`config.mk`:
```
export PLATFORM = sky130hd
export DESIGN_NAME = enabler_multi
export DESIGN_NICKNAME = d
export VERILOG_FILES = /design/src/rtl/enabler_multi_pkg.sv /design/src/rtl/enabler_multi_cg.sv /design/src/rtl/enabler_multi.sv
export SDC_FILE = /design/constraint.sdc
export NUM_CORES = 1
export LEC_CHECK = 0
export ABC_AREA = 1
export ABC_CLOCK_PERIOD_IN_PS = 2060
export BUFFER_PORTS_ARGS = -buffer_cell sky130_fd_sc_hd__buf_2
export CORE_UTILIZATION = 59
export CTS_CLUSTER_DIAMETER = 100
export CTS_CLUSTER_SIZE = 40
export DETAILED_ROUTE_END_ITERATION = 8
export GPL_TIMING_DRIVEN = 0
export PLACE_DENSITY_LB_ADDON = 0.15
export SLEW_MARGIN = 20
export SYNTH_ARGS = -nofsm -noshare
export SYNTH_HDL_FRONTEND = slang
export SYNTH_HIERARCHICAL = 1
export SYNTH_SLANG_ARGS = --single-unit
```
`constraint.sdc`:
```
create_clock -name clk -period 2.06 [get_ports clk]
set_input_delay 0.103 -clock clk [delete_from_list [all_inputs] [get_ports clk]]
set_output_delay 0.103 -clock clk [all_outputs]
set_load 0.02 [all_outputs]
```
`src/rtl/enabler_multi_pkg.sv`:
```
// Shared types and helpers for the multi-channel clock enabler.
package enabler_multi_pkg;

  typedef enum logic [1:0] {
    ST_OFF   = 2'b00,
    ST_ON    = 2'b01,
    ST_DRAIN = 2'b10
  } state_e;

  // Hold-off counter width, never narrower than one bit.
  function automatic int unsigned cnt_width(input int unsigned idle_cycles);
    int unsigned w;
    w = $clog2(idle_cycles + 32'd1);
    return (w < 1) ? 1 : w;
  endfunction

endpackage

```
`src/rtl/enabler_multi_cg.sv`:
```
// Clock-gate cell: low-transparent enable latch plus AND, with async reset value.
// Kept as a standalone cell so a library ICG can be swapped in.
module enabler_cg (
  input  logic i_clk,
  input  logic i_rst_n,
  input  logic i_rst_val,
  input  logic i_en,
  output logic o_gclk
);

  logic r_en_lat;

  always_latch begin
    if (!i_rst_n)
      r_en_lat <= i_rst_val;
    else if (!i_clk)
      r_en_lat <= i_en;
  end

  assign o_gclk = i_clk & r_en_lat;

endmodule

```
`src/rtl/enabler_multi.sv`:
```
// N-channel clock enabler: per-channel enable FSM with idle hold-off driving
// a glitch-free clock gate; test_en forces every gated clock on.
module enabler_multi
  import enabler_multi_pkg::*;
#(
  parameter int unsigned N           = 4,
  parameter int unsigned IDLE_CYCLES = 2,
  parameter bit          RESET_ON    = 1'b0
) (
  input  logic         clk,
  input  logic         rst_n,
  input  logic [N-1:0] enb,
  input  logic         test_en,
  output logic [N-1:0] eclk,
  output logic [N-1:0] active,
  output logic         all_off
);

  localparam int unsigned   CW          = cnt_width(IDLE_CYCLES);
  localparam logic [CW-1:0] RELOAD      = (IDLE_CYCLES == 0) ? '0 : CW'(IDLE_CYCLES - 1);
  localparam state_e        RESET_STATE = RESET_ON ? ST_ON : ST_OFF;

  logic [N-1:0] w_act_nxt;
  logic [N-1:0] w_en_req;
  logic [N-1:0] r_active;
  logic         r_all_off;
  logic         w_rst_val;

  assign w_rst_val = RESET_ON | test_en;

  for (genvar gi = 0; gi < N; gi++) begin : g_ch
    state_e        r_state;
    state_e        w_state_nxt;
    logic [CW-1:0] r_cnt;
    logic [CW-1:0] w_cnt_nxt;

    always_comb begin
      w_state_nxt = r_state;
      w_cnt_nxt   = r_cnt;
      case (r_state)
        ST_OFF: begin
          if (enb[gi])
            w_state_nxt = ST_ON;
        end
        ST_ON: begin
          if (!enb[gi]) begin
            if (IDLE_CYCLES == 0) begin
              w_state_nxt = ST_OFF;
            end else begin
              w_state_nxt = ST_DRAIN;
              w_cnt_nxt   = RELOAD;
            end
          end
        end
        ST_DRAIN: begin
          if (enb[gi])
            w_state_nxt = ST_ON;
          else if (r_cnt == '0)
            w_state_nxt = ST_OFF;
          else
            w_cnt_nxt = r_cnt - CW'(1);
        end
        default: w_state_nxt = ST_OFF;
      endcase
    end

    always_ff @(posedge clk or negedge rst_n) begin
      if (!rst_n) begin
        r_state <= RESET_STATE;
        r_cnt   <= '0;
      end else begin
        r_state <= w_state_nxt;
        r_cnt   <= w_cnt_nxt;
      end
    end

    assign w_act_nxt[gi] = (w_state_nxt != ST_OFF);
    assign w_en_req[gi]  = (r_state != ST_OFF) | test_en;

    enabler_cg u_cg (
      .i_clk     (clk),
      .i_rst_n   (rst_n),
      .i_rst_val (w_rst_val),
      .i_en      (w_en_req[gi]),
      .o_gclk    (eclk[gi])
    );
  end

  // Status flags are taken from next-state so they move on the same edge as the FSMs.
  always_ff @(posedge clk or negedge rst_n) begin
    if (!rst_n) begin
      r_active  <= {N{RESET_ON}};
      r_all_off <= !RESET_ON;
    end else begin
      r_active  <= w_act_nxt;
      r_all_off <= ~|w_act_nxt;
    end
  end

  assign active  = r_active;
  assign all_off = r_all_off;

endmodule
```
=== Word-level counts from Yosys, hierarchy flattened ===
Cells that the tools add are included.

* Bits in registers: 21
* Latch bits: 4
* Input bits: 7
* Output and inout bits: 9
* Word-level logic and storage cells: 118

* $add $sub $neg: 4
* Equality and inequality tests: 20
* Mux-type cells: 46
* Bitwise operators: 8
* Reductions and logical operators: 26

{| class="wikitable"
|+ Operators with widths
! operator !! number
|-
| 2-to-1 mux 2 bit || 28
|-
| inequality test 2 bit, second input constant || 12
|-
| case mux 2 bit (3 select lines) || 4
|-
| nonzero test 2 bit || 12
|-
| zero test 2 bit || 8
|-
| case mux 2 bit (2 select lines) || 4
|-
| AND reduction 4 bit || 4
|-
| 2-to-1 mux 1 bit || 10
|-
| == test 2 x 1 -> 1 bit, second input constant || 4
|-
| == test 2 bit, second input constant || 4
|-
| subtractor 2 x 1 -> 2 bit, second input constant || 4
|-
| AND 1 bit || 4
|-
| bitwise OR 1 bit || 4
|-
| OR reduction 4 bit || 1
|-
| zero test 1 bit || 1
|}

=== Depth between registers and ports, before layout ===
Gate-level depths: netlist of the first run.

* Depth in word-level cells: 7
* Mapped depth: 8
* Gate-level depth less buffers: 8

=== Cells and area by module ===
The synthesis of the first run kept the hierarchy.

{| class="wikitable"
|+ Modules (own cells, without submodules)
! module !! instances !! cells each !! area each (um^2) !! sequential area each (um^2)
|-
| enabler_multi || 1 || 109 || 992.2 || 526.8
|-
| enabler_cg || 4 || 8 || 41.3 || 0.0
|}

==> key figures, run 1 <==
Die
  • Starting density of the core: 64.9%
  • Row cnt: 15
  • Width of the die: approximately 46 um
  • I/O Pins: 16
  • Die area: around 2100 sq um
  • Total core area: about 1800 sq um
  • Chip height: approximately 46 um

Setup path
  • Biggest fanout along the worst timing path: 1
  • Data arrival time at the worst-slack endpoint: between 1.5 and 2 ns
  • Number of cells on the worst reg-to-reg path: 4
  • Type of element capturing the critical path: output pin
  • Critical path's slowest cell: dlxtp_1
  • Critical setup path kind: latch to output pin
  • Setup slack, reg-to-reg: 0.23 ns
  • Kind of start point of the critical path: latch
  • Endpoint of the worst register-to-register path: g_ch[1].u_cg/r_en_lat$_DLATCH_P_
  • Cell-by-cell listing of the critical path: nand2_1, inv_1, buf_6
  • Req. time, crit path: 1.96 ns
  • Max stage delay on crit path: ~0.32 ns
  • Origin of the critical flop-to-flop path: g_ch[1].r_state[0]$_DFF_PN0_

Detailed routing
  • Number of design-rule violations left by the first detailed-router iteration: 9
  • Vias per Instance: 4.89
  • Post-detailed-route wirelength per cell: around 11 um
  • Count of vias placed by the detailed router: roughly 960
  • Total Routed Length: between 2 and 2.5 mm
  • Number of DRC violations after detailed routing: 0
  • Detailed Routing Iterations Pass 1: 4
  • Residual antenna-violating net count after detailed routing: 0

STA
  • Slew Viols, Final: 0
  • Final number of hold-violating endpoints: 0
  • # setup viols final: 0
  • Fin Clk Skew: roughly 0.11 ns
  • Pin slew with the least headroom to its limit: 0.498 ns
  • WHS: around 0.017 ns
  • Headroom to the max-slew limit: around 67%
  • Post-route worst setup slack: 0.0272 ns

Logic synthesis
  • Number of distinct library cell variants in the gate-level netlist after synthesis: 15
  • Cell types with the largest area share after synthesis: dfrtp_1 43%, nand2_1 14%, inv_1 9.4%
  • Post-synthesis cell area: 1160 sq um
  • Mean Syn Cell Area: about 8 sq um
  • EDFF count, synth: 0
  • Post-synth top area share: around 43%
  • Post-synthesis sequential element count: 25
  • Gate count of the mapped netlist: approximately 140
  • Fraction of registers with async set or reset after synthesis: a little over four fifths
  • Top cell types by occurrence after synthesis: 42 x nand2_1, 29 x inv_1, 20 x dfrtp_1
  • Dominant cell by count in the synthesized netlist: nand2_1
  • Prevailing post-synth register cell: dfrtp_1
  • Post-Syn Nets: 152
  • Synth warnings: 6
  • Largest area contributor in the netlist: dfrtp_1

GRT
  • Total Routing Usage GR: a little under a quarter
  • Global-route wire length before repair: roughly 3.3 mm
  • Vias in the first global route: approximately 940
  • Initial antenna violation count: 0
  • Pin count of the biggest net entering global routing: 25
  • Global route overflow: 0

Placement
  • Final HPWL DP: 1.34 mm
  • Placement-stage cell area: between 1000 and 1500 sq um
  • Number of port buffers: 15
  • Placement Setup Slack: 0.174 ns
  • Placer Congestion: 0.683

Clocking
  • Clock tree from TritonCTS: yes
  • Clock insertion delay at the later pin of the skew report: around 0.4 ns
  • Clock Pin Slew Worst Setup and Hold Paths: 0.11 ns
  • Setup fix buffers added after clock tree synthesis: 0

Layout
  • # diodes: 0
  • Area Overhead vs Synth: 20.8%
  • Final #Nets: ~180
  • Final Util: between 70% and 80%
  • Share of cells above drive strength 1: between 20 and 30%
  • Cell area after layout: approximately 1400 sq um

Power
  • Worst vdd rail ir drop: approximately 0.0008 V
  • Static power due to leakage: between 0.7 and 0.8 nW
  • Post-layout power: between 0.0015 and 0.002 W
  • Cell Pwr Density: 1170 nW/um^2

Job
  • Maxcap violations: 0

Min path
  • Capture endpoint of the worst hold path: g_ch[0].r_state[1]$_DFF_PN0_
  • Min-Delay Path Class: primary input to flop
  • Hold Path Origin: enb[0]
  • WHS Path Cells: 4

Status
  • Result of the run: completed
[layout make-up]
class / instances / area (sq um)
Clock buffer: 12 / 93.8
Clock inverter: 5 / 20.0
Fill cell: 135 / 385
Inverter: 29 / 109
Multi-Input combinational cell: 83 / 447
Sequential cell: 25 / 587
Tap cell: 25 / 31.3
Timing Repair Buffer: 17 / 110
[critical path: cells and delay by family (launching register included)]
family | cells | cell delay (ns)
buffers and inverters | 2 | 0.21
latches | 1 | 0.32
and+or+nand+nor | 1 | 0.06
[timing repair]
action / 4_1_cts / 5_1_grt
hold buffers: 5 / 1
resized for setup: 0 / 7
setup endpoints to repair: 0 / 8
endpoints found under the hold margin: 30 / 4
[placed cells by master (no fill, tap or decap), drive strengths merged, types with 5 or more instances in the layout]
| cell type | netlist | routed |
|---|---|---|
| dfrtp | 20 | 20 |
| nand2 | 54 | 54 |
| clkbuf | 0 | 8 |
| nor2 | 9 | 9 |
| buf | 0 | 16 |
| dlygate4sd3 | 0 | 5 |
| inv | 33 | 33 |
[cells by family (layout without fill, tap and decap cells)]
kind of cell / after synthesis / count (layout) / share of synthesized area [%]
flops: 21 / 21 / 45.5
compound gates: 8 / 8 / 3.89
buf+inv: 33 / 63 / 10.7
fa+ha+maj: 4 / 4 / 4.32
simple gates: 71 / 71 / 30.4
latches: 4 / 4 / 5.19
[power by group]
part | switching [W] | internal (W)
clock | 0.000313 | 0.000266
combinational | 0.000275 | 0.000170
sequential | 0.0000550 | 0.000556
total | 0.000643 | 0.000992
[registers in the layout (all words and copies together) (netlist names)]
signal	flops
g_ch.u_cg/r_en_lat	4
g_ch.r_state	8
g_ch.r_cnt	8
all_off	1
active	4
[stage by stage]
step                cells  TNS, ns
CTS                   195        0
global route          196  -0.0143
detailed placement    181        0
floorplan             141        0
global placement      181        0
finish                196        0
[worst max path at each step]
stage / depth (start not counted) / slack [ns] / from / endpoint
after CTS: 3 / 0.004 / g_ch[1].u_cg/r_en_lat$_DLATCH_P_ / eclk[1]
after detailed placement: 4 / 0.17 / rst_n / g_ch[0].u_cg/r_en_lat$_DLATCH_P_
after global routing: 3 / -0.01 / g_ch[1].u_cg/r_en_lat$_DLATCH_P_ / eclk[1]
final: 3 / 0.03 / g_ch[1].u_cg/r_en_lat$_DLATCH_P_ / eclk[1]
after floorplan: 4 / 0.41 / g_ch[1].r_state[0]$_DFF_PN0_ / g_ch[1].u_cg/r_en_lat$_DLATCH_P_
after global placement: 3 / 0.22 / rst_n / g_ch[1].u_cg/r_en_lat$_DLATCH_P_
[layer usage]
layer | share of wire [%] | vias to the layer above | wire [um] | GRT usage (%)
li1 | - | 484 | - | -
met1 | 40 | 446 | 828 | 24.1
met2 | 52 | 19 | 1060 | 34.6
met3 | 4.8 | 9 | 99 | 12.2
met4 | 3.4 | 0 | 70 | 21.2
met5 | 0 | - | 0 | 0
Power figures use the tool's default switching activity.
==> run 2, diff against run 1 <==
Settings changed: ABC_CLOCK_PERIOD_IN_PS 2060 to 1700, CORE_UTILIZATION 59 to 49.
Clock period 2.06 ns to 1.7 ns, I/O delays scaled along.
==> run 2 against run 1 <==
  * The run now ends with negative setup slack left
  * Global-route usage decreased by 3.3 points
  * Clock power is 25% higher
  * Core utilization decreased by 12 points
  * Clock skew fell by 0.014 ns
  * Critical endpoint is now eclk[0]
  * Largest power group unchanged
==> key figures, run 2 (same netlist as run 1, synthesis figures left out) <==
Die
  • Starting density of the core: 52.3% (was 64.9%)
  • Chip height: 50.6 um (was 46.3 um)
  • Width of the die: 50.6 um (was 46.3 um)
  • Total core area: 2210 sq um (was 1780 sq um)
  • I/O Pins: 16 (unchanged)
  • Row cnt: 17 (was 15)
  • Die area: 2560 sq um (was 2140 sq um)

Detailed routing
  • Detailed Routing Iterations Pass 1: 4 (unchanged)
  • Number of DRC violations after detailed routing: 0 (unchanged)
  • Vias per Instance: 4.70 (was 4.89)
  • Count of vias placed by the detailed router: 964 (was 958)
  • Number of design-rule violations left by the first detailed-router iteration: 20 (was 9)
  • Total Routed Length: 2.35 mm (was 2.06 mm)
  • Residual antenna-violating net count after detailed routing: 0 (unchanged)
  • Post-detailed-route wirelength per cell: 11.4 um (was 10.5 um)

STA
  • Fin Clk Skew: 0.0994 ns (was 0.114 ns)
  • Final number of hold-violating endpoints: 0 (unchanged)
  • Slew Viols, Final: 0 (unchanged)
  • Pin slew with the least headroom to its limit: 0.238 ns (was 0.498 ns)
  • Post-route worst setup slack: -0.102 ns (was 0.0272 ns)
  • Headroom to the max-slew limit: 84.1% (was 66.8%)
  • WHS: 0.242 ns (was 0.0174 ns)
  • Setup repair after global routing missed its margin: true
  • # setup viols final: 8 (was 0)

Status
  • Result of the run: finished with violations (was completed)
  • Violated checks: negative setup slack

Layout
  • Most frequent standard cell in the layout excluding fill and tap cells: nand2_1 (unchanged)
  • Layout filler cell count: 204 (was 135)
  • # diodes: 0 (unchanged)
  • Register Area: 587 sq um (unchanged)
  • Final #Nets: 189 (was 182)
  • Multi-input logic area: 447 sq um (unchanged)
  • Biggest regs: g_ch.r_cnt x8, g_ch.r_state x8 (unchanged)
  • Final Util: 66.8% (was 78.4%)
  • Area Overhead vs Synth: 27.7% (was 20.8%)
  • Non-Filler Instances: 205 (was 196)
  • Share of cells above drive strength 1: 30.5% (was 29.2%)
  • Commonest cells after routing, fill and taps aside: 42 x nand2_1, 29 x inv_1, 20 x dfrtp_1 (was 42 x nand2_1, 28 x inv_1, 20 x dfrtp_1)

Placement
  • Number of port buffers: 15 (unchanged)
  • Placer Congestion: 0.719 (was 0.683)
  • Cell Count Post-Placement: 184 (was 181)
  • Final HPWL DP: 1.42 mm (was 1.34 mm)
  • Placement Setup Slack: 0.0207 ns (was 0.174 ns)

Setup path
  • Type of element capturing the critical path: output pin (unchanged)
  • Endpoint of the worst register-to-register path: g_ch[1].u_cg/r_en_lat$_DLATCH_P_ (unchanged)
  • Req. time, crit path: 1.62 ns (was 1.96 ns)
  • Setup slack, reg-to-reg: 0.06 ns (was 0.23 ns)
  • End point of the critical path: eclk[0] (was eclk[1])
  • Cell-by-cell listing of the critical path: nand2_1, inv_1, buf_6 (unchanged)
  • Origin of the critical flop-to-flop path: g_ch[1].r_state[0]$_DFF_PN0_ (unchanged)
  • Critical path's slowest cell: dlxtp_1 (unchanged)
  • Critical setup path kind: latch to output pin (unchanged)
  • Kind of start point of the critical path: latch (unchanged)
  • Max stage delay on crit path: 0.30 ns (was 0.32 ns)
  • Startpoint of the most critical setup path: g_ch[0].u_cg/r_en_lat$_DLATCH_P_ (was g_ch[1].u_cg/r_en_lat$_DLATCH_P_)
  • Number of cells on the worst reg-to-reg path: 4 (unchanged)
  • Data arrival time at the worst-slack endpoint: 1.72 ns (was 1.93 ns)
  • Biggest fanout along the worst timing path: 1 (unchanged)

Job
  • Maxcap violations: 0 (unchanged)

Power
  • Part of the total power dissipated in sequential elements: 35.9% (was 37.4%)
  • Sw frac: 39.6% (was 39.3%)
  • Combinational share of power: 29.0% (was 27.2%)
  • Worst vdd rail ir drop: 0.000839 V (was 0.000798 V)
  • Cell Pwr Density: 1390 nW/um^2 (was 1170 nW/um^2)
  • Static power due to leakage: 0.823 nW (was 0.782 nW)
  • Clk network pwr share: 35.2% (was 35.4%)
  • Net switching power figure: 0.000816 W (was 0.000643 W)
  • Cell-internal power: 0.00124 W (was 0.000992 W)
  • Post-layout power: 0.00206 W (was 0.00163 W)

GRT
  • Vias in the first global route: 987 (was 935)
  • Pin count of the biggest net entering global routing: 34 (was 25)
  • Global route overflow: 0 (unchanged)
  • Initial antenna violation count: 0 (unchanged)
  • Total Routing Usage GR: 20.3% (was 23.6%)
  • Global-route wire length before repair: 3.66 mm (was 3.27 mm)

Clocking
  • Clock Pin Slew Worst Setup and Hold Paths: 0.12 ns (was 0.11 ns)
  • Clock tree from TritonCTS: yes (unchanged)
  • Clock insertion delay at the later pin of the skew report: 0.41 ns (about the same)

Min path
  • Min-Delay Path Class: primary input to async pin (was primary input to flop)
run 2: worst min path at each step:
stage	to	from	cells after the start	slack [ns]
5_1_grt	all_off$_DFF_PN1_	rst_n	2	0.25
3_3_place_gp	clock gate	rst_n	1	-0.43
4_1_cts	clock gate	rst_n	1	-0.71
2_1_floorplan	clock gate	rst_n	0	-0.77
6_report	all_off$_DFF_PN1_	rst_n	2	0.24
3_5_place_dp	clock gate	rst_n	1	-0.43
run 2: area by class of cell:
class                   count  share of cell area, %
clock inverters             5                   1.35
clock buffers              11                   6.60
repair buffers             24                   12.4
well taps                  28                   2.37
flip-flops and latches     25                   39.7
multi-input cells          83                   30.2
inverters                  29                   7.37
run 2: through the flow:
step	instance area [sq um]	TNS [ns]
after floorplan	1160	0
after global placement	1270	0
after detailed placement	1270	0
after CTS	1400	-0.441
after global routing	1480	-0.563
final	1480	-0.356
run 2: power by group through the flow:
stage / clock network [W] / registers [W] / logic (W)
after global placement: 0.000188 / 0.000747 / 0.000505
after detailed placement: 0.000188 / 0.000756 / 0.000533
final: 0.000724 / 0.000738 / 0.000596
after global routing: 0.000791 / 0.000756 / 0.000675
after floorplan: 0.000141 / 0.000766 / 0.000394
after CTS: 0.000742 / 0.000744 / 0.000551
run 2: worst max-delay path, delay by kind of cell (launching register included):
| kind | cells | cell delay (ns) |
|---|---|---|
| latches | 1 | 0.30 |
| simple gates | 1 | 0.06 |
| buf+inv | 2 | 0.17 |
run 2: timing repair:
item,CTS,global route
hold endpoints to repair,33,24
hold buffers,5,3
setup buffers,0,5
resized for setup,8,0
endpoints found under the setup margin,8,8
pin swaps,4,0
run 2: per-layer routing:
layer,wire length (um),GRT usage (%),up-vias
met5,0,0,-
met4,29,16.7,0
met1,1000,19.9,441
li1,-,-,495
met3,104,10.9,7
met2,1210,31.3,21
